===== src/rtl/cep_cpu_wr_arb.sv =====
// cep_cpu_wr_arb: arbitrates one memory write port between a HW source
// (absolute priority) and a single outstanding CPU write request.
//
// Ports:
//   clk, rst             rising-edge clock, synchronous active-high reset
//   hwWrEn/Addr/Data     HW write, always wins the port
//   cpuReq*              CPU request (valid/ready), latched on accept
//   cpuDone              one-cycle pulse after the CPU write is committed
//   hwStall              advisory request for HW to back off
//   memWrEn/memWrAddr    memory write strobe and address
//   hwUnprLogiDin        HW data to DIN path
//   cpuUnprLogiDin       latched CPU data to DIN path
//   hwActive             HW owns this write cycle
//   protOverride         forced check bits select for DIN path
//   checkBitsIn          latched forced check bits
//
// Build option: define CEP_WR_ARB_STARVE_EN to include the starve counter
// and hwStall; otherwise hwStall is 0 and the CPU waits behind HW forever.

module cep_cpu_wr_arb #(
    parameter int LOGICALWIDTH    = 32,
    parameter int ADDRWIDTH       = 10,
    parameter int CODE_PORT_WIDTH = 1,
    parameter int STARVE_LIMIT    = 15
) (
    input  logic                       clk,
    input  logic                       rst,

    input  logic                       hwWrEn,
    input  logic [ADDRWIDTH-1:0]       hwWrAddr,
    input  logic [LOGICALWIDTH-1:0]    hwWrData,

    input  logic                       cpuReqValid,
    output logic                       cpuReqReady,
    input  logic [ADDRWIDTH-1:0]       cpuReqAddr,
    input  logic [LOGICALWIDTH-1:0]    cpuReqData,
    input  logic                       cpuReqProtOverride,
    input  logic [CODE_PORT_WIDTH-1:0] cpuReqCheckBits,
    output logic                       cpuDone,
    output logic                       hwStall,

    output logic                       memWrEn,
    output logic [ADDRWIDTH-1:0]       memWrAddr,
    output logic [LOGICALWIDTH-1:0]    hwUnprLogiDin,
    output logic [LOGICALWIDTH-1:0]    cpuUnprLogiDin,
    output logic                       hwActive,
    output logic                       protOverride,
    output logic [CODE_PORT_WIDTH-1:0] checkBitsIn
);

    // The starve counter is 8 bits wide, so the limit must fit in 1..255.
    if (STARVE_LIMIT < 1 || STARVE_LIMIT > 255) begin : g_bad_limit
        $error("STARVE_LIMIT out of range 1..255");
    end

    typedef enum logic [1:0] {
        IDLE = 2'd0,
        PEND = 2'd1,
        DONE = 2'd2
    } state_t;

    state_t                     state;
    logic                       ready_q;
    logic                       done_q;
    logic [ADDRWIDTH-1:0]       lat_addr;
    logic [LOGICALWIDTH-1:0]    lat_data;
    logic                       lat_ovr;
    logic [CODE_PORT_WIDTH-1:0] lat_cb;

    logic accept;
    logic grant;

    assign accept = cpuReqValid & ready_q;

    // CPU gets the port only in PEND, only when HW is quiet, and never
    // while reset is held.
    assign grant = (state == PEND) & ~hwWrEn & ~rst;

    // Single FSM block; ready and done are registered alongside the state.
    always_ff @(posedge clk) begin
        if (rst) begin
            state    <= IDLE;
            ready_q  <= 1'b1;
            done_q   <= 1'b0;
            lat_addr <= '0;
            lat_data <= '0;
            lat_ovr  <= 1'b0;
            lat_cb   <= '0;
        end else begin
            unique case (state)
                IDLE: begin
                    if (accept) begin
                        state    <= PEND;
                        ready_q  <= 1'b0;
                        lat_addr <= cpuReqAddr;
                        lat_data <= cpuReqData;
                        lat_ovr  <= cpuReqProtOverride;
                        lat_cb   <= cpuReqCheckBits;
                    end
                end
                PEND: begin
                    if (!hwWrEn) begin
                        state  <= DONE;
                        done_q <= 1'b1;
                    end
                end
                DONE: begin
                    state   <= IDLE;
                    done_q  <= 1'b0;
                    ready_q <= 1'b1;
                end
                default: begin
                    state   <= IDLE;
                    done_q  <= 1'b0;
                    ready_q <= 1'b1;
                end
            endcase
        end
    end

`ifdef CEP_WR_ARB_STARVE_EN
    localparam logic [7:0] LIMIT = 8'(STARVE_LIMIT);

    logic [7:0] starve_cnt;
    logic       stall_q;

    // Counts PEND cycles lost to HW. Stall is raised on the edge where the
    // count hits the limit, so it shows from the following cycle and is
    // held through the grant cycle.
    always_ff @(posedge clk) begin
        if (rst) begin
            starve_cnt <= '0;
            stall_q    <= 1'b0;
        end else if (accept) begin
            starve_cnt <= '0;
        end else if (state == PEND) begin
            if (!hwWrEn) begin
                starve_cnt <= '0;
                stall_q    <= 1'b0;
            end else if (starve_cnt != LIMIT) begin
                starve_cnt <= starve_cnt + 8'd1;
                if (starve_cnt + 8'd1 == LIMIT) begin
                    stall_q <= 1'b1;
                end
            end
        end
    end

    assign hwStall = stall_q;
`else
    assign hwStall = 1'b0;
`endif

    assign cpuReqReady    = ready_q;
    assign cpuDone        = done_q;

    // HW always owns the port when it writes, including during reset.
    assign memWrEn        = hwWrEn | grant;
    assign memWrAddr      = hwWrEn ? hwWrAddr : lat_addr;
    assign protOverride   = grant & lat_ovr;

    assign hwActive       = hwWrEn;
    assign hwUnprLogiDin  = hwWrData;
    assign cpuUnprLogiDin = lat_data;
    assign checkBitsIn    = lat_cb;

endmodule


===== config.mk =====
export PLATFORM = sky130hd
export DESIGN_NAME = cep_cpu_wr_arb
export DESIGN_NICKNAME = d
export VERILOG_FILES = /design/src/rtl/cep_cpu_wr_arb.sv
export SDC_FILE = /design/constraint.sdc
export NUM_CORES = 1
export LEC_CHECK = 0
export ABC_AREA = 1
export CORE_MARGIN = 2
export CORE_UTILIZATION = 30
export CTS_CLUSTER_DIAMETER = 60
export DETAILED_ROUTE_END_ITERATION = 12
export DONT_BUFFER_PORTS = 1
export SLEW_MARGIN = 20
export SYNTH_ARGS = -nofsm -noshare
export SYNTH_HDL_FRONTEND = slang
export SYNTH_SLANG_ARGS = --single-unit

===== constraint.sdc =====
create_clock -name clk -period 1.5 [get_ports clk]
set_input_delay 0.45 -clock clk [delete_from_list [all_inputs] [get_ports clk]]
set_output_delay 0.45 -clock clk [all_outputs]
set_load 0.01 [all_outputs]

==> out/qor.csv <==
metric,value,unit
Max clock buf depth,2,
Syn Nets,467,
Final Hold Viols,0,
H-tree depth,2,
drt first pass iters,4,
final wirelength,5200,um
setup TNS,0,ps
die width,94.7,um
Critical Path Start,state[0],
placed insts,432,
antenna cells,0,
post-synthesis register bit count,48,
initial core utilization,0.305,
Worst-Skew Late Latency,300,ps
pin count of the biggest net entering global routing,61,
root buffer cell,clkbuf_8,
register area,966,um^2
drt initial violations,54,
first-pass GRT wire length,8090,um
Final WS setup,26.8,ps
Netlist cell types,14,
R2R cell count,6,
"Seq/Total Area, Yosys",0.390,
FF-to-FF Start,state[1],
cts hold-fix bufs,0,
fillers,923,
post-synth top area share,0.390,
RD Place Congestion,0.689,
port buffer count,0,
fmax,679,MHz
Sw Pwr,0.900,mW
Lkg Pwr,1.25,nW
Placeable Area,8090,um^2
CP endpoint,protOverride,
HPWL reported at the end of detailed placement,3490,um
Worst Path Arrival,1020,ps
Num CTS Buffers,5,
ys async rst share,0,
Antenna Nets Post-Route,0,
Setup CP Type,register to output port,
area occupied by multi-input gates,981,um^2
"leading cell type in the layout, fill and taps excluded",nand2_1,
status,finished clean,
via count,2010,
P_int,2.03,mW
total power,2.93,mW
pre-CTS setup slack,93.1,ps
routed len/inst,11.8,um
worst-path fanout max,4,
die area,8960,um^2
post-route DRC violation count,0,
Synth-to-Final Area Change,0.355,%
"Avg Cell Area, Syn",6.54,um^2
Synth Flop Type,dfxtp_1,
clock power share,0.286,
post-synthesis cell count,377,
P per Cell Area,1190,nW/um^2
top post-synthesis cells by area,"dfxtp_1 39%, nand2_1 12%, buf_4 11%, a21oi_1 9.1%, nand3_1 9.1%",
RSZ-0062 raised after global routing,true,
Clock Sinks,48,
final net count,426,
initial antenna violation count,0,
synthesized area,2470,um^2
endpoint class of the critical path,output port,
power share of the combinational group,0.188,
Reg power frac,0.525,
Hold WC Path Type,primary input to register,
Synth area leader,dfxtp_1,
post-route minimum period,1470,ps
Util after Layout,0.306,
Peak VDD IR,0.400,mV
Critical Path Source Type,register,
fin cells,441,
io pins,171,
most frequent cells in the layout,"80 x nand2_1, 47 x inv_1, 46 x dfxtp_1, 45 x a21oi_1, 45 x nor2_1",
vias per cell,4.56,
GRT Util Overall,0.116,
Max Transition Viols Final,0,
sw frac,0.307,
std cell rows,33,
Critical R2R Capture,cpuReqReady,
Final Skew,6.29,ps
CTS tree,done,
crit share post-route,0.982,
grt total ovfl,0,
total of max-cap violations,0,
final setup vio count,0,
YS warnings,0,
Worst Path Required,1050,ps
Chip Height,94.7,um
"CTS clk-pin slew, worst paths",90,ps
vias in the first global route,1757,
r2r setup slk,260,ps
Post-synth EDFFs,0,
share of layout cells above drive strength 1,0.0804,
per-stage QoR:
stage          area (um^2)  hold slack (ps)
6_report              2470              200
3_3_place_gp          2330              463
5_1_grt               2470              185
2_1_floorplan         2470              452
4_1_cts               2470              186
3_5_place_dp          2330              470
logic make-up after synthesis:
| kind of cell | share of synthesized area |
|---|---|
| AOI/OAI and AO/OA | 0.0934 |
| other | 0.00152 |
| and+or+nand+nor | 0.291 |
| DFF | 0.390 |
| buffers and inverters | 0.225 |
synth_stat cells (2+ instances only):
library cell and count:
a21oi_1 45, buf_2 8, buf_4 37, clkbuf_1 12, dfxtp_1 48, inv_1 48
inv_2 2, nand2_1 81, nand3_1 45, nor2_1 47
final cells by class:
cell class / count / share of cell area
Clock buffer: 7 / 0.0389
Inverter: 50 / 0.0758
Multi-Input combinational cell: 221 / 0.396
Sequential cell: 48 / 0.390
Tap cell: 105 / 0.0531
Timing Repair Buffer: 10 / 0.0455
flip-flops by register name, indices dropped and copies added (netlist names):
signal and count:
checkBitsIn 1, cpuDone 1, cpuReqReady 1, cpuUnprLogiDin 32
lat_addr 10, lat_ovr 1, state 2
worst max-delay path, cell delays in order (launching register included):
cell	delay, ps
dfxtp_2	350
inv_2	50
nor2_4	100
nand3_4	110
nor2_4	120
power groups by stage:
stage | clock network, mW | registers [mW] | logic [mW]
after CTS | 0.893 | 1.54 | 0.565
after detailed placement | 0 | 1.57 | 0.549
final | 0.840 | 1.54 | 0.552
after global placement | 0 | 1.57 | 0.533
after floorplan | 0 | 1.55 | 0.539
after global routing | 0.954 | 1.56 | 0.641
timing repair:
action                                  4_1_cts  5_1_grt
gates resized for setup                      11        0
setup buffers                                 2        0
endpoints found under the setup margin        2        2
pin swaps                                     2        2
metal layers:
| metal | wire length [um] | track usage |
|---|---|---|
| met1 | 2180 | 0.122 |
| met2 | 2460 | 0.202 |
| met3 | 470 | 0.0511 |
| met4 | 87 | 0.0459 |
| met5 | 0 | 0 |
worst min-delay path by stage:
stage                     depth (start not counted)  endpoint     from
after CTS                                         1  state[0]      rst
after floorplan                                   2   lat_ovr  lat_ovr
final                                             1  state[0]      rst
after global placement                            2   lat_ovr  lat_ovr
after global routing                              1  state[0]      rst
after detailed placement                          2   lat_ovr  lat_ovr
Power figures use the tool's default switching activity.
